File: src/rtl/bullet_pkg.sv
// Shared types and width helpers for the bullet slot scheduler.
package bullet_pkg;

    localparam int COORD_W = 10;
    localparam int OWNER_W = 4;

    typedef logic [OWNER_W-1:0] owner_t;

    localparam owner_t OWNER_PLAYER = '0;

    // Index width that stays at least one bit for single-entry pools.
    function automatic int idx_w(input int n);
        return (n > 1) ? $clog2(n) : 1;
    endfunction

endpackage

File: src/rtl/rr_arbiter.sv
// Round-robin picker: first requester at or above ptr (wrapping), plus the pointer after it.
module rr_arbiter
    import bullet_pkg::*;
#(
    parameter int N = 3
) (
    input  logic [N-1:0]          req,
    input  logic [idx_w(N)-1:0]   ptr,
    output logic [N-1:0]          gnt,
    output logic [idx_w(N)-1:0]   next_ptr,
    output logic                  any
);

    localparam int PW = idx_w(N);

    always_comb begin
        int idx;
        idx      = 0;
        gnt      = '0;
        next_ptr = ptr;
        any      = 1'b0;
        for (int off = 0; off < N; off++) begin
            idx = int'(ptr) + off;
            if (idx >= N) idx = idx - N;
            if (!any && req[idx]) begin
                any      = 1'b1;
                gnt[idx] = 1'b1;
                next_ptr = (idx + 1 >= N) ? '0 : PW'(idx + 1);
            end
        end
    end

endmodule

File: src/rtl/bullet_scheduler.sv
// Bullet slot allocator: player-priority, round-robin enemies, one launch per frame.
// Define BULLET_COOLDOWN_EN to build the player cooldown counter.
module bullet_scheduler
    import bullet_pkg::*;
#(
    parameter int NUM_SLOTS       = 4,
    parameter int NUM_ENEMY       = 3,
    parameter int PLAYER_MAX_LIVE = 1,
    parameter int PLAYER_COOLDOWN = 8
) (
    input  logic                           frame_clk,
    input  logic                           Reset,
    input  logic                           player_req,
    input  logic [COORD_W-1:0]             player_x,
    input  logic [COORD_W-1:0]             player_y,
    input  logic [NUM_ENEMY-1:0]           enemy_req,
    input  logic [NUM_ENEMY*COORD_W-1:0]   enemy_x,
    input  logic [NUM_ENEMY*COORD_W-1:0]   enemy_y,
    input  logic [NUM_SLOTS-1:0]           slot_done,
    output logic                           launch,
    output logic [idx_w(NUM_SLOTS)-1:0]    launch_slot,
    output logic [COORD_W-1:0]             launch_x,
    output logic [COORD_W-1:0]             launch_y,
    output logic [idx_w(NUM_ENEMY+1)-1:0]  launch_owner,
    output logic                           player_gnt,
    output logic [NUM_ENEMY-1:0]           enemy_gnt,
    output logic [NUM_SLOTS-1:0]           slot_busy,
    output logic                           pool_full,
    output logic                           player_ready
);

    localparam int SW = idx_w(NUM_SLOTS);
    localparam int EW = idx_w(NUM_ENEMY);
    localparam int OW = idx_w(NUM_ENEMY + 1);
    localparam int LW = idx_w(PLAYER_MAX_LIVE + 1);

    logic [NUM_SLOTS-1:0] busy_reg, busy_next;
    owner_t               owner_reg [NUM_SLOTS];
    logic [LW-1:0]        live_reg, live_next, rel_cnt;
    logic [EW-1:0]        rr_ptr_reg, rr_next;
    logic                 launch_reg, player_gnt_reg;
    logic [NUM_ENEMY-1:0] enemy_gnt_reg;
    logic [SW-1:0]        launch_slot_reg;
    logic [COORD_W-1:0]   launch_x_reg, launch_y_reg;
    logic [OW-1:0]        launch_owner_reg;

    logic                 free_found, cooldown_idle, player_elig, grant, enemy_win, rr_any;
    logic [SW-1:0]        free_idx;
    logic [NUM_ENEMY-1:0] enemy_elig, rr_gnt;
    logic [NUM_SLOTS-1:0] player_rel;
    logic [COORD_W-1:0]   grant_x, grant_y;
    owner_t               grant_owner;
    logic [COORD_W-1:0]   ex_arr [NUM_ENEMY];
    logic [COORD_W-1:0]   ey_arr [NUM_ENEMY];

    genvar gi;
    generate
        for (gi = 0; gi < NUM_ENEMY; gi++) begin : g_origin
            assign ex_arr[gi] = enemy_x[gi*COORD_W +: COORD_W];
            assign ey_arr[gi] = enemy_y[gi*COORD_W +: COORD_W];
        end
        for (gi = 0; gi < NUM_SLOTS; gi++) begin : g_release
            assign player_rel[gi] = slot_done[gi] & busy_reg[gi] & (owner_reg[gi] == OWNER_PLAYER);
        end
    endgenerate

`ifdef BULLET_COOLDOWN_EN
    localparam int CW = idx_w(PLAYER_COOLDOWN + 1);
    logic [CW-1:0] cooldown_reg;

    // A fresh player launch reloads the holdoff, overriding the countdown.
    always_ff @(posedge frame_clk or posedge Reset) begin
        if (Reset)
            cooldown_reg <= '0;
        else if (player_elig)
            cooldown_reg <= CW'(PLAYER_COOLDOWN);
        else if (cooldown_reg != '0)
            cooldown_reg <= cooldown_reg - CW'(1);
    end
    assign cooldown_idle = (cooldown_reg == '0);
`else
    assign cooldown_idle = 1'b1;
`endif

    always_comb begin
        free_found = 1'b0;
        free_idx   = '0;
        for (int i = NUM_SLOTS - 1; i >= 0; i--) begin
            if (!busy_reg[i]) begin
                free_found = 1'b1;
                free_idx   = SW'(i);
            end
        end
    end

    assign player_elig = player_req && free_found && (live_reg < LW'(PLAYER_MAX_LIVE))
                         && cooldown_idle && !player_gnt_reg;
    assign enemy_elig  = enemy_req & ~enemy_gnt_reg & {NUM_ENEMY{free_found}};

    rr_arbiter #(
        .N (NUM_ENEMY)
    ) u_rr (
        .req      (enemy_elig),
        .ptr      (rr_ptr_reg),
        .gnt      (rr_gnt),
        .next_ptr (rr_next),
        .any      (rr_any)
    );

    assign enemy_win = rr_any && !player_elig;
    assign grant     = player_elig || rr_any;

    always_comb begin
        grant_x     = player_x;
        grant_y     = player_y;
        grant_owner = OWNER_PLAYER;
        if (!player_elig) begin
            for (int k = 0; k < NUM_ENEMY; k++) begin
                if (rr_gnt[k]) begin
                    grant_x     = ex_arr[k];
                    grant_y     = ey_arr[k];
                    grant_owner = owner_t'(k + 1);
                end
            end
        end
    end

    // Releases see pre-edge busy state, so a freed slot is only reusable next frame.
    always_comb begin
        rel_cnt = '0;
        for (int i = 0; i < NUM_SLOTS; i++) begin
            if (player_rel[i]) rel_cnt = rel_cnt + LW'(1);
        end
        live_next = live_reg + (player_elig ? LW'(1) : LW'(0)) - rel_cnt;
        busy_next = busy_reg & ~slot_done;
        if (grant) busy_next[free_idx] = 1'b1;
    end

    always_ff @(posedge frame_clk or posedge Reset) begin
        if (Reset) begin
            busy_reg         <= '0;
            live_reg         <= '0;
            rr_ptr_reg       <= '0;
            launch_reg       <= 1'b0;
            player_gnt_reg   <= 1'b0;
            enemy_gnt_reg    <= '0;
            launch_slot_reg  <= '0;
            launch_x_reg     <= '0;
            launch_y_reg     <= '0;
            launch_owner_reg <= '0;
            for (int i = 0; i < NUM_SLOTS; i++) owner_reg[i] <= OWNER_PLAYER;
        end else begin
            busy_reg       <= busy_next;
            live_reg       <= live_next;
            launch_reg     <= grant;
            player_gnt_reg <= player_elig;
            enemy_gnt_reg  <= enemy_win ? rr_gnt : '0;
            if (enemy_win) rr_ptr_reg <= rr_next;
            if (grant) begin
                owner_reg[free_idx] <= grant_owner;
                launch_slot_reg     <= free_idx;
                launch_x_reg        <= grant_x;
                launch_y_reg        <= grant_y;
                launch_owner_reg    <= grant_owner[OW-1:0];
            end
        end
    end

    assign launch       = launch_reg;
    assign launch_slot  = launch_slot_reg;
    assign launch_x     = launch_x_reg;
    assign launch_y     = launch_y_reg;
    assign launch_owner = launch_owner_reg;
    assign player_gnt   = player_gnt_reg;
    assign enemy_gnt    = enemy_gnt_reg;
    assign slot_busy    = busy_reg;
    assign pool_full    = &busy_reg;
    assign player_ready = player_elig;

endmodule
File: config.mk
export PLATFORM = sky130hd
export DESIGN_NAME = bullet_scheduler
export DESIGN_NICKNAME = d
export VERILOG_FILES = /design/src/rtl/bullet_pkg.sv /design/src/rtl/rr_arbiter.sv /design/src/rtl/bullet_scheduler.sv
export SDC_FILE = /design/constraint.sdc
export NUM_CORES = 1
export LEC_CHECK = 0
export ABC_AREA = 1
export CAP_MARGIN = 20
export CORE_ASPECT_RATIO = 1.25
export CORE_MARGIN = 2
export CORE_UTILIZATION = 39
export DETAILED_ROUTE_END_ITERATION = 16
export PLACE_DENSITY = 0.88
export SKIP_LAST_GASP = 1
export SLEW_MARGIN = 20
export SYNTH_ARGS = -nofsm -noshare
export SYNTH_HDL_FRONTEND = slang
export SYNTH_HIERARCHICAL = 1
export SYNTH_SLANG_ARGS = --single-unit
export TNS_END_PERCENT = 30
File: constraint.sdc
create_clock -name frame_clk -period 2.4 [get_ports frame_clk]
set_input_delay 0.36 -clock frame_clk [delete_from_list [all_inputs] [get_ports frame_clk]]
set_output_delay 0.36 -clock frame_clk [all_outputs]
set_load 0.1 [all_outputs]
==> results of run 1 <==
cell type report:
type	instances	area, um^2
multi-input cells	312	1762
flip-flops and latches	44	1121
fillers	581	2552
repair buffers	161	1470
clock inverters	3	46.29
well taps	92	115.1
inverters	44	177.7
clock buffers	5	68.82
placed cells by master (no fill, tap or decap), types with 2 or more instances in the layout:
cell type        Yosys  final
clkdlybuf4s50_1      0     89
inv_4                1      3
nand3_2              8     12
nor2_4               1      8
dfrtp_2              0      4
a22oi_1             20     10
nand2_1            136    125
dfrtp_1             44     36
inv_1               37     32
nand2_4              2      7
buf_4                0     64
inv_2                4      7
nand2_2              4     10
nor2_1              37     32
dfrtp_4              0      4
inv_6                1      2
clkbuf_8             0      5
o21ai_1             16     32
ha_1                 4      2
o21ai_2              2      4
a22oi_2              0     10
buf_6                4      7
o21ai_0             43     24
nand3_1             31     27
ha_4                 0      2
logic make-up after synthesis:
family,after synthesis,share of synthesized area
DFF,44,0.3785
and+or+nand+nor,226,0.3501
buffers and inverters,60,0.09333
AOI/OAI and AO/OA,82,0.1609
adders and majority gates,4,0.01720
per-stage QoR:
step	hold WS, ns	worst slack, ns
finish	0.4826	-0.01995
global route	0.5310	-0.1591
CTS	0.4835	0.002243
detailed placement	0.4612	-0.2354
global placement	0.4584	-0.1740
floorplan	0.4527	-0.007784
layer usage:
layer | GRT usage | vias to the layer above | wire, um
li1 | - | 1646 | -
met2 | 0.4336 | 164 | 5373
met3 | 0.04749 | 28 | 666
met1 | 0.2548 | 1595 | 3562
met4 | 0.08996 | 0 | 259
met5 | 0 | - | 0
worst paths after layout:
kind	from	endpoint	slack (ns)	cells after the start
hold reg to reg	launch_slot[1]	launch_slot[1]	0.49	2
min in group frame_clk	launch_slot[1]	launch_slot[1]	0.49	2
max in group asynchronous	Reset	slot_busy[2]	1.47	3
hold / removal	Reset	launch_y[1]	0.48	3
setup reg to reg	slot_busy[0]	launch_y[3]	-0.02	18
setup / recovery	slot_busy[0]	launch_y[3]	-0.02	18
what timing repair did:
action,in CTS,in global routing
buffers inserted,1,6
endpoints found under the hold margin,0,0
gates cloned,1,1
setup endpoints to repair,27,31
pin swaps,2,13
gates resized for setup,14,57
worst max-delay path: stages, from the launching register on:
cell and delay (ns):
dfrtp_4 0.50, nand2_4 0.09, inv_4 0.03, nand2_4 0.10, nand2_4 0.06, nor2_4 0.15, or2_1 0.13, and3_4 0.21
nor2_4 0.05, nor2_4 0.12, nand2_2 0.08, nand2_4 0.11, inv_4 0.04, nor2_4 0.20, buf_6 0.16, a22oi_2 0.06
o21ai_1 0.10, nand2_1 0.09, nand3_2 0.06
==> flow_summary_export.csv, run 1 <==
group,metric,value,unit
sta,fmax,413.2,MHz
layout,diodes,0,
detailed_routing,drc,0,
synthesis,synth_edf_count,0,
clocking,clkLatencyLatePin,0.31,ns
clocking,clk_pin_slew,0.09,ns
layout,final_nets,662,
layout,fin_util,0.6510,
place,io_buffers,124,
critical_path,endpoint_kind,"flop",
synthesis,synthTopCellsByCount,"nand2_1, dfrtp_1, o21ai_0",
sta,finalHoldViolations,0,
global_routing,grt_max_degree,45,
clocking,cts_tree,"done",
synthesis,ys_warn_count,6,
clocking,holdBufCountCts,0,
critical_path,crit_type,"reg -> reg",
layout,layout-drive-gt1-share,0.2759,
synthesis,synth_area_per_cell,6.993,um^2
layout,stdcell_area,4761,um^2
synthesis,yosysTopAreaCell,"dfrtp_1",
layout,finalNonFillerCells,661,
sta,fin_crit,2.420,ns
detailed_routing,first_pass_iters,4,
detailed_routing,drt_wl_total,9862,um
floorplanning,die-area,8171,um^2
detailed_routing,postRouteAntennaNets,0,
synthesis,ys_seq_elements,44,
critical_path,arrival,2.67,ns
global_routing,grt-ovfl-total,0,
detailed_routing,wire_per_inst,14.92,um
detailed_routing,detailedRoute.firstIterationViolations,155,
detailed_routing,vias,3433,
synthesis,netlist_top_cells_area,"dfrtp_1, nand2_1, o21ai_0",
place,gp_congestion,0.9607,
floorplanning,start_util,0.3978,
run_status,outcome,"complete, but fails checks",
synthesis,synth_most_common_cell,"nand2_1",
global_routing,antenna_found_initial,0,
clocking,cts_buffers,5,
synthesis,syn_area,2909,um^2
floorplanning,num_rows,35,
sta,setup_violations,2,
detailed_routing,via_per_inst,5.194,
critical_path,crit_fanout,5,
run_status,violations,"negative setup slack",
floorplanning,io_pins,125,
global_routing,grt_pass1_vias,3414,
sta,rsz0062_at_grt,"true",
sta,clock_skew,0.004732,ns
min_path,hold_path.class,"in -> async",
sta,fin_setup_tns,-0.02188,ns
critical_path,required,2.65,ns
floorplanning,fp.coreArea,7313,um^2
layout,area_growth,63.66,%
synthesis,ys_seq_area_frac,0.3785,
place,post_dp_cell_area,4338,um^2
clocking,clockBufferDepth,2,
place,placedCellCount,644,
synthesis,syn-num-nets,510,
global_routing,grt_use_total,0.2334,
synthesis,ys_types,28,
global_routing,grt_pass1_wl,14940,um
run,drv_cap,0,
place,dp.final_hpwl,7280,um
synthesis,async_reset_ff_frac,1.000,
clocking,cts_max_level,2,
sta,layout_worst_path_cycle_share,1.008,
critical_path,cp-start-kind,"flop",
synthesis,ys.flop_type,"dfrtp_1",
clocking,root_buffer,"clkbuf_8",
sta,max_slew.worst_pin.slew,0.5662,ns
synthesis,netlist_instances,416,
clocking,cts.sinks,44,
sta,slew_viol_final,0,
synthesis,synth_top_area_frac,0.3785,
floorplanning,fp.dieH,100.6,um
floorplanning,die_w,81.25,um
sta,final.setup.worst_slack,-0.01995,ns
sta,slew_headroom,0.6226,
Power of run 1 is left out: the tool's default activity adds up to more than one toggle a clock period on the data nets, which glitch-free logic cannot reach.
==> run 2: changes to the inputs <==
Settings changed: CORE_UTILIZATION 39 to 40, CTS_BUF_LIST from default to sky130_fd_sc_hd__clkbuf_4 sky130_fd_sc_hd__clkbuf_8, GPL_ROUTABILITY_DRIVEN from default to 0, PLACE_DENSITY 0.88 to 0.89.
==> flow_summary_export.csv, run 2 (synthesis gave the netlist of run 1 again) <==
group,metric,value,unit
run_status,outcome,"complete, but fails checks",
run_status,violations,"negative setup slack",
layout,multi_input_area,1759,um^2
critical_path,crit_type,"reg -> reg",
critical_path,r2r_cells,18,
detailed_routing,vias,3494,
clocking,cts.sinks,44,
critical_path,cp-start-kind,"flop",
place,dp_slack,-0.1855,ns
sta,slew_headroom,0.6046,
layout,n_fill_cell,568,
floorplanning,die_w,80.28,um
sta,fin_crit,2.443,ns
layout,layout-drive-gt1-share,0.2642,
place,io_buffers,124,
detailed_routing,drt_wl_total,10350,um
floorplanning,start_util,0.4144,
sta,rsz0062_at_grt,"true",
critical_path,endpoint_kind,"flop",
sta,setup_violations,4,
sta,clock_skew,0.005721,ns
layout,stdcell_area,4787,um^2
place,dp.final_hpwl,7225,um
layout,diodes,0,
floorplanning,die-area,7975,um^2
floorplanning,fp.dieH,99.35,um
global_routing,antenna_found_initial,0,
critical_path,crit_fanout,5,
detailed_routing,postRouteAntennaNets,0,
layout,area_growth,64.56,%
floorplanning,io_pins,125,
critical_path,worst_r2r_startpoint,"slot_busy[0]",
layout,final_common_cell,"nand2_1",
clocking,cts_max_level,2,
global_routing,grt_use_total,0.2410,
clocking,clkLatencyLatePin,0.30,ns
clocking,holdBufCountCts,0,
detailed_routing,wire_per_inst,15.82,um
global_routing,grt-ovfl-total,0,
detailed_routing,drc,0,
sta,max_slew.worst_pin.slew,0.5922,ns
sta,layout_worst_path_cycle_share,1.018,
detailed_routing,via_per_inst,5.343,
critical_path,r2r_setup_slack,-0.04,ns
critical_path,r2r_end,"launch_y[6]",
clocking,root_buffer,"clkbuf_8",
clocking,clk_pin_slew,0.09,ns
clocking,cts_buffers,5,
critical_path,required,2.64,ns
sta,fmax,409.3,MHz
layout,fin_util,0.6820,
clocking,cts_tree,"done",
run,drv_cap,0,
floorplanning,fp.coreArea,7019,um^2
sta,slew_viol_final,0,
place,post_dp_cell_area,4313,um^2
detailed_routing,first_pass_iters,5,
layout,regArea,1121,um^2
sta,final.setup.worst_slack,-0.04298,ns
detailed_routing,detailedRoute.firstIterationViolations,175,
critical_path,cp-startpoint,"slot_busy[0]",
sta,finalHoldViolations,0,
clocking,clockBufferDepth,2,
layout,mostFrequentLayoutCells,"nand2_1, clkdlybuf4s50_1, buf_4",
min_path,hold_path.class,"in -> async",
layout,final_nets,657,
floorplanning,num_rows,34,
critical_path,arrival,2.68,ns
global_routing,grt_pass1_vias,3501,
global_routing,grt_pass1_wl,15230,um
global_routing,grt_max_degree,30,
## run 2: worst max-delay path, stage by stage (launching register included)
cell       delay (ns)
dfrtp_4          0.50
nand2_4          0.09
inv_4            0.04
nand2_8          0.09
nand2_4          0.05
nor2_4           0.11
or2_1            0.12
and3_4           0.19
nor2_2           0.05
nor2_2           0.15
nand2_2          0.10
nand2_4          0.10
inv_4            0.05
nor2_4           0.22
clkbuf_16        0.20
a22oi_1          0.06
o21ai_1          0.12
nand2_1          0.08
nand3_2          0.06
## run 2: cell type report
cell class	count	share of cell area
Timing Repair Buffer	156	0.3144
Tap cell	90	0.02352
Multi-Input combinational cell	312	0.3675
Inverter	44	0.03711
Clock inverter	3	0.008887
Sequential cell	44	0.2342
Clock buffer	5	0.01438
## run 2: worst max path at each step
| stage | to | slack [ns] | cells after the start |
|---|---|---|---|
| 3_3_place_gp | launch_y[1] | -0.04 | 15 |
| 5_1_grt | launch_y[6] | -0.19 | 19 |
| 6_report | launch_y[6] | -0.04 | 18 |
| 3_5_place_dp | launch_y[5] | -0.19 | 16 |
| 2_1_floorplan | launch_x[1] | -0.008 | 19 |
| 4_1_cts | launch_y[5] | -0.02 | 18 |
## run 2: repair_timing
item	in CTS	in global routing
gates cloned	1	5
buffers inserted	3	3
gates resized for setup	19	48
pin swaps	0	25
endpoints found under the setup margin	21	30
## run 2: through the flow
stage | instances | hold slack (ns) | TNS (ns)
floorplan | 416 | 0.4527 | -0.05790
global placement | 634 | 0.4575 | -0.5412
finish | 654 | 0.4483 | -0.06642
detailed placement | 634 | 0.4756 | -3.374
global route | 654 | 0.5028 | -3.560
CTS | 646 | 0.4688 | -0.02128
## run 2: layer usage
metal | global-route usage | part of all wire | vias to the layer above
li1 | - | - | 1645
met1 | 0.2581 | 0.35 | 1608
met2 | 0.4321 | 0.52 | 191
met3 | 0.05717 | 0.080 | 50
met4 | 0.1252 | 0.049 | 0
met5 | 0 | 0 | -
Power of run 2 is left out for the same reason.
==> run 3: changes to the inputs <==
Settings changed: PLACE_DENSITY 0.89 to 0.88, SYNTH_HIERARCHICAL 1 to default.
==> flow_summary_export.csv, run 3 <==
group,metric,value,unit
run_status,outcome,"finished clean",
layout,layout-drive-gt1-share,0.1632,
floorplanning,fp.coreArea,7401,um^2
critical_path,cp-start-kind,"flop",
critical_path,cp_cell_sequence,"inv_2 > ha_2 > inv_2 > nand3_1 > nand3_2 > nand2_4 > nand2_2 > clkinv_2 > nand3_2 > nand3_4 > inv_4 > o21ai_2 > nand3b_1 > nand2_1",
critical_path,crit_type,"reg -> reg",
clocking,cts.sinks,44,
synthesis,syn-num-nets,544,
global_routing,grt_pass1_vias,3675,
synthesis,syn_area,3080,um^2
clocking,cts_tree,"done",
synthesis,async_reset_ff_frac,1.000,
synthesis,netlist_top_cells_area,"dfrtp_1, nand2_1, inv_1",
critical_path,r2r_setup_slack,0.18,ns
layout,final_common_cell,"nand2_1",
place,dp_slack,-0.09091,ns
critical_path,arrival,2.41,ns
layout,area_growth,47.48,%
floorplanning,num_rows,35,
detailed_routing,drt_wl_total,10430,um
place,dp.final_hpwl,7787,um
run,drv_cap,0,
sta,setup_violations,0,
synthesis,ys_warn_count,0,
critical_path,critPathSlowestCell,"dfrtp_1",
layout,mostFrequentLayoutCells,"nand2_1, clkdlybuf4s50_1, inv_1",
synthesis,synth_area_per_cell,6.845,um^2
floorplanning,die_w,82.49,um
critical_path,cp-startpoint,"rr_ptr_reg[0]",
sta,slew_viol_final,0,
layout,diodes,0,
synthesis,yosysTopAreaCell,"dfrtp_1",
synthesis,synthTopCellsByCount,"nand2_1, inv_1, nor2_1",
critical_path,r2r_end,"owner_reg[4]",
clocking,cts_buffers,5,
detailed_routing,met3RoutedLength,669,um
synthesis,synth_most_common_cell,"nand2_1",
floorplanning,die-area,8423,um^2
sta,slew_headroom,0.6332,
detailed_routing,wire_per_inst,15.62,um
critical_path,required,2.59,ns
sta,layout_worst_path_cycle_share,0.9255,
critical_path,cp_slowest_stage_delay,0.42,ns
detailed_routing,maxUsedRoutingLayer,"met4",
sta,fmax,450.2,MHz
detailed_routing,via_per_inst,5.404,
detailed_routing,vias,3610,
clocking,cts_max_level,2,
sta,fin_crit,2.221,ns
synthesis,ys_seq_area_frac,0.3574,
detailed_routing,detailedRoute.firstIterationViolations,395,
clocking,root_buffer,"clkbuf_8",
global_routing,grt_pass1_wl,16800,um
critical_path,worst_r2r_startpoint,"rr_ptr_reg[0]",
sta,max_slew.worst_pin.slew,0.5493,ns
synthesis,synth_top_area_frac,0.3574,
global_routing,grt_max_degree,26,
synthesis,synth_edf_count,0,
global_routing,antenna_found_initial,0,
sta,whs,0.4301,ns
critical_path,r2r_cells,14,
synthesis,ys.flop_type,"dfrtp_1",
clocking,holdBufCountCts,0,
detailed_routing,met2_length,5785,um
sta,finalHoldViolations,0,
detailed_routing,drc,0,
min_path,hold_path.class,"in -> async",
sta,final.setup.worst_slack,0.1787,ns
place,post_dp_cell_area,4397,um^2
place,io_buffers,124,
floorplanning,io_pins,125,
layout,n_fill_cell,644,
clocking,clk_pin_slew,0.09,ns
clocking,clkLatencyLatePin,0.29,ns
detailed_routing,postRouteAntennaNets,0,
floorplanning,start_util,0.4162,
critical_path,endpoint_kind,"flop",
detailed_routing,first_pass_iters,5,
detailed_routing,met1_length,3801,um
sta,clock_skew,0.003689,ns
floorplanning,fp.dieH,102.1,um
synthesis,ys_types,31,
synthesis,ys_seq_elements,44,
synthesis,netlist_instances,450,
layout,stdcell_area,4543,um^2
layout,final_nets,669,
clocking,clockBufferDepth,2,
global_routing,grt-ovfl-total,0,
critical_path,crit_fanout,22,
global_routing,grt_use_total,0.2542,
-- run 3: cell types whose count changed after synthesis, sizes merged, moves of 4 or more --
cell | previous run | this run
buf | 10 | 20
inv | 43 | 66
o21ai | 61 | 12
nand3 | 39 | 43
nor2 | 41 | 57
nand2 | 143 | 126
clkbuf | 6 | 2
a21oi | 1 | 21
nand4 | 0 | 23
-- run 3: cell families after synthesis --
kind of cell,share of synthesized area
simple gates,0.3794
buf+inv,0.1275
flops,0.3574
xor+xnor,0.01137
fa+ha+maj,0.01625
compound gates,0.1080
-- run 3: area by class of cell --
class / count / area, um^2 / area share
inverter: 67 / 260.3 / 0.05728
multi-input combinational: 317 / 1622 / 0.3569
sequential: 44 / 1116 / 0.2457
timing repair buffer: 140 / 1319 / 0.2903
clock inverter: 2 / 35.03 / 0.007711
tap: 92 / 115.1 / 0.02534
clock buffer: 6 / 76.32 / 0.01680
-- run 3: routing by layer --
| metal | GRT usage | vias up |
|---|---|---|
| met3 | 0.02739 | 18 |
| li1 | - | 1691 |
| met2 | 0.4820 | 164 |
| met4 | 0.09079 | 0 |
| met5 | 0 | - |
| met1 | 0.2876 | 1737 |
-- run 3: through the flow --
step,cells,utilization,TNS [ns]
global placement,660,0.5941,0
CTS,668,0.6095,0
global route,668,0.6139,-0.009776
detailed placement,660,0.5941,-0.7126
floorplan,450,-,0
finish,668,0.6139,0
-- run 3: timing repair --
item	4_1_cts	5_1_grt
resized for setup	1	10
buffers inserted	0	0
endpoints found under the hold margin	0	0
setup endpoints to repair	6	29
cloned	0	0
-- run 3: worst max path at each step --
| stage | endpoint | cells past startpoint |
|---|---|---|
| final | owner_reg[4] | 14 |
| after floorplan | launch_x[0] | 14 |
| after CTS | owner_reg[4] | 14 |
| after detailed placement | owner_reg[4] | 14 |
| after global placement | owner_reg[4] | 14 |
| after global routing | launch_x[8] | 14 |
-- run 3: critical path: cells and delay by family, from the launching register on --
kind                       cells  cell delay, ns
DFF                            1            0.42
adders and majority gates      1            0.33
AOI/OAI and AO/OA              1            0.14
buffers and inverters          4            0.52
and+or+nand+nor                8            0.72
Power of run 3 is left out for the same reason.
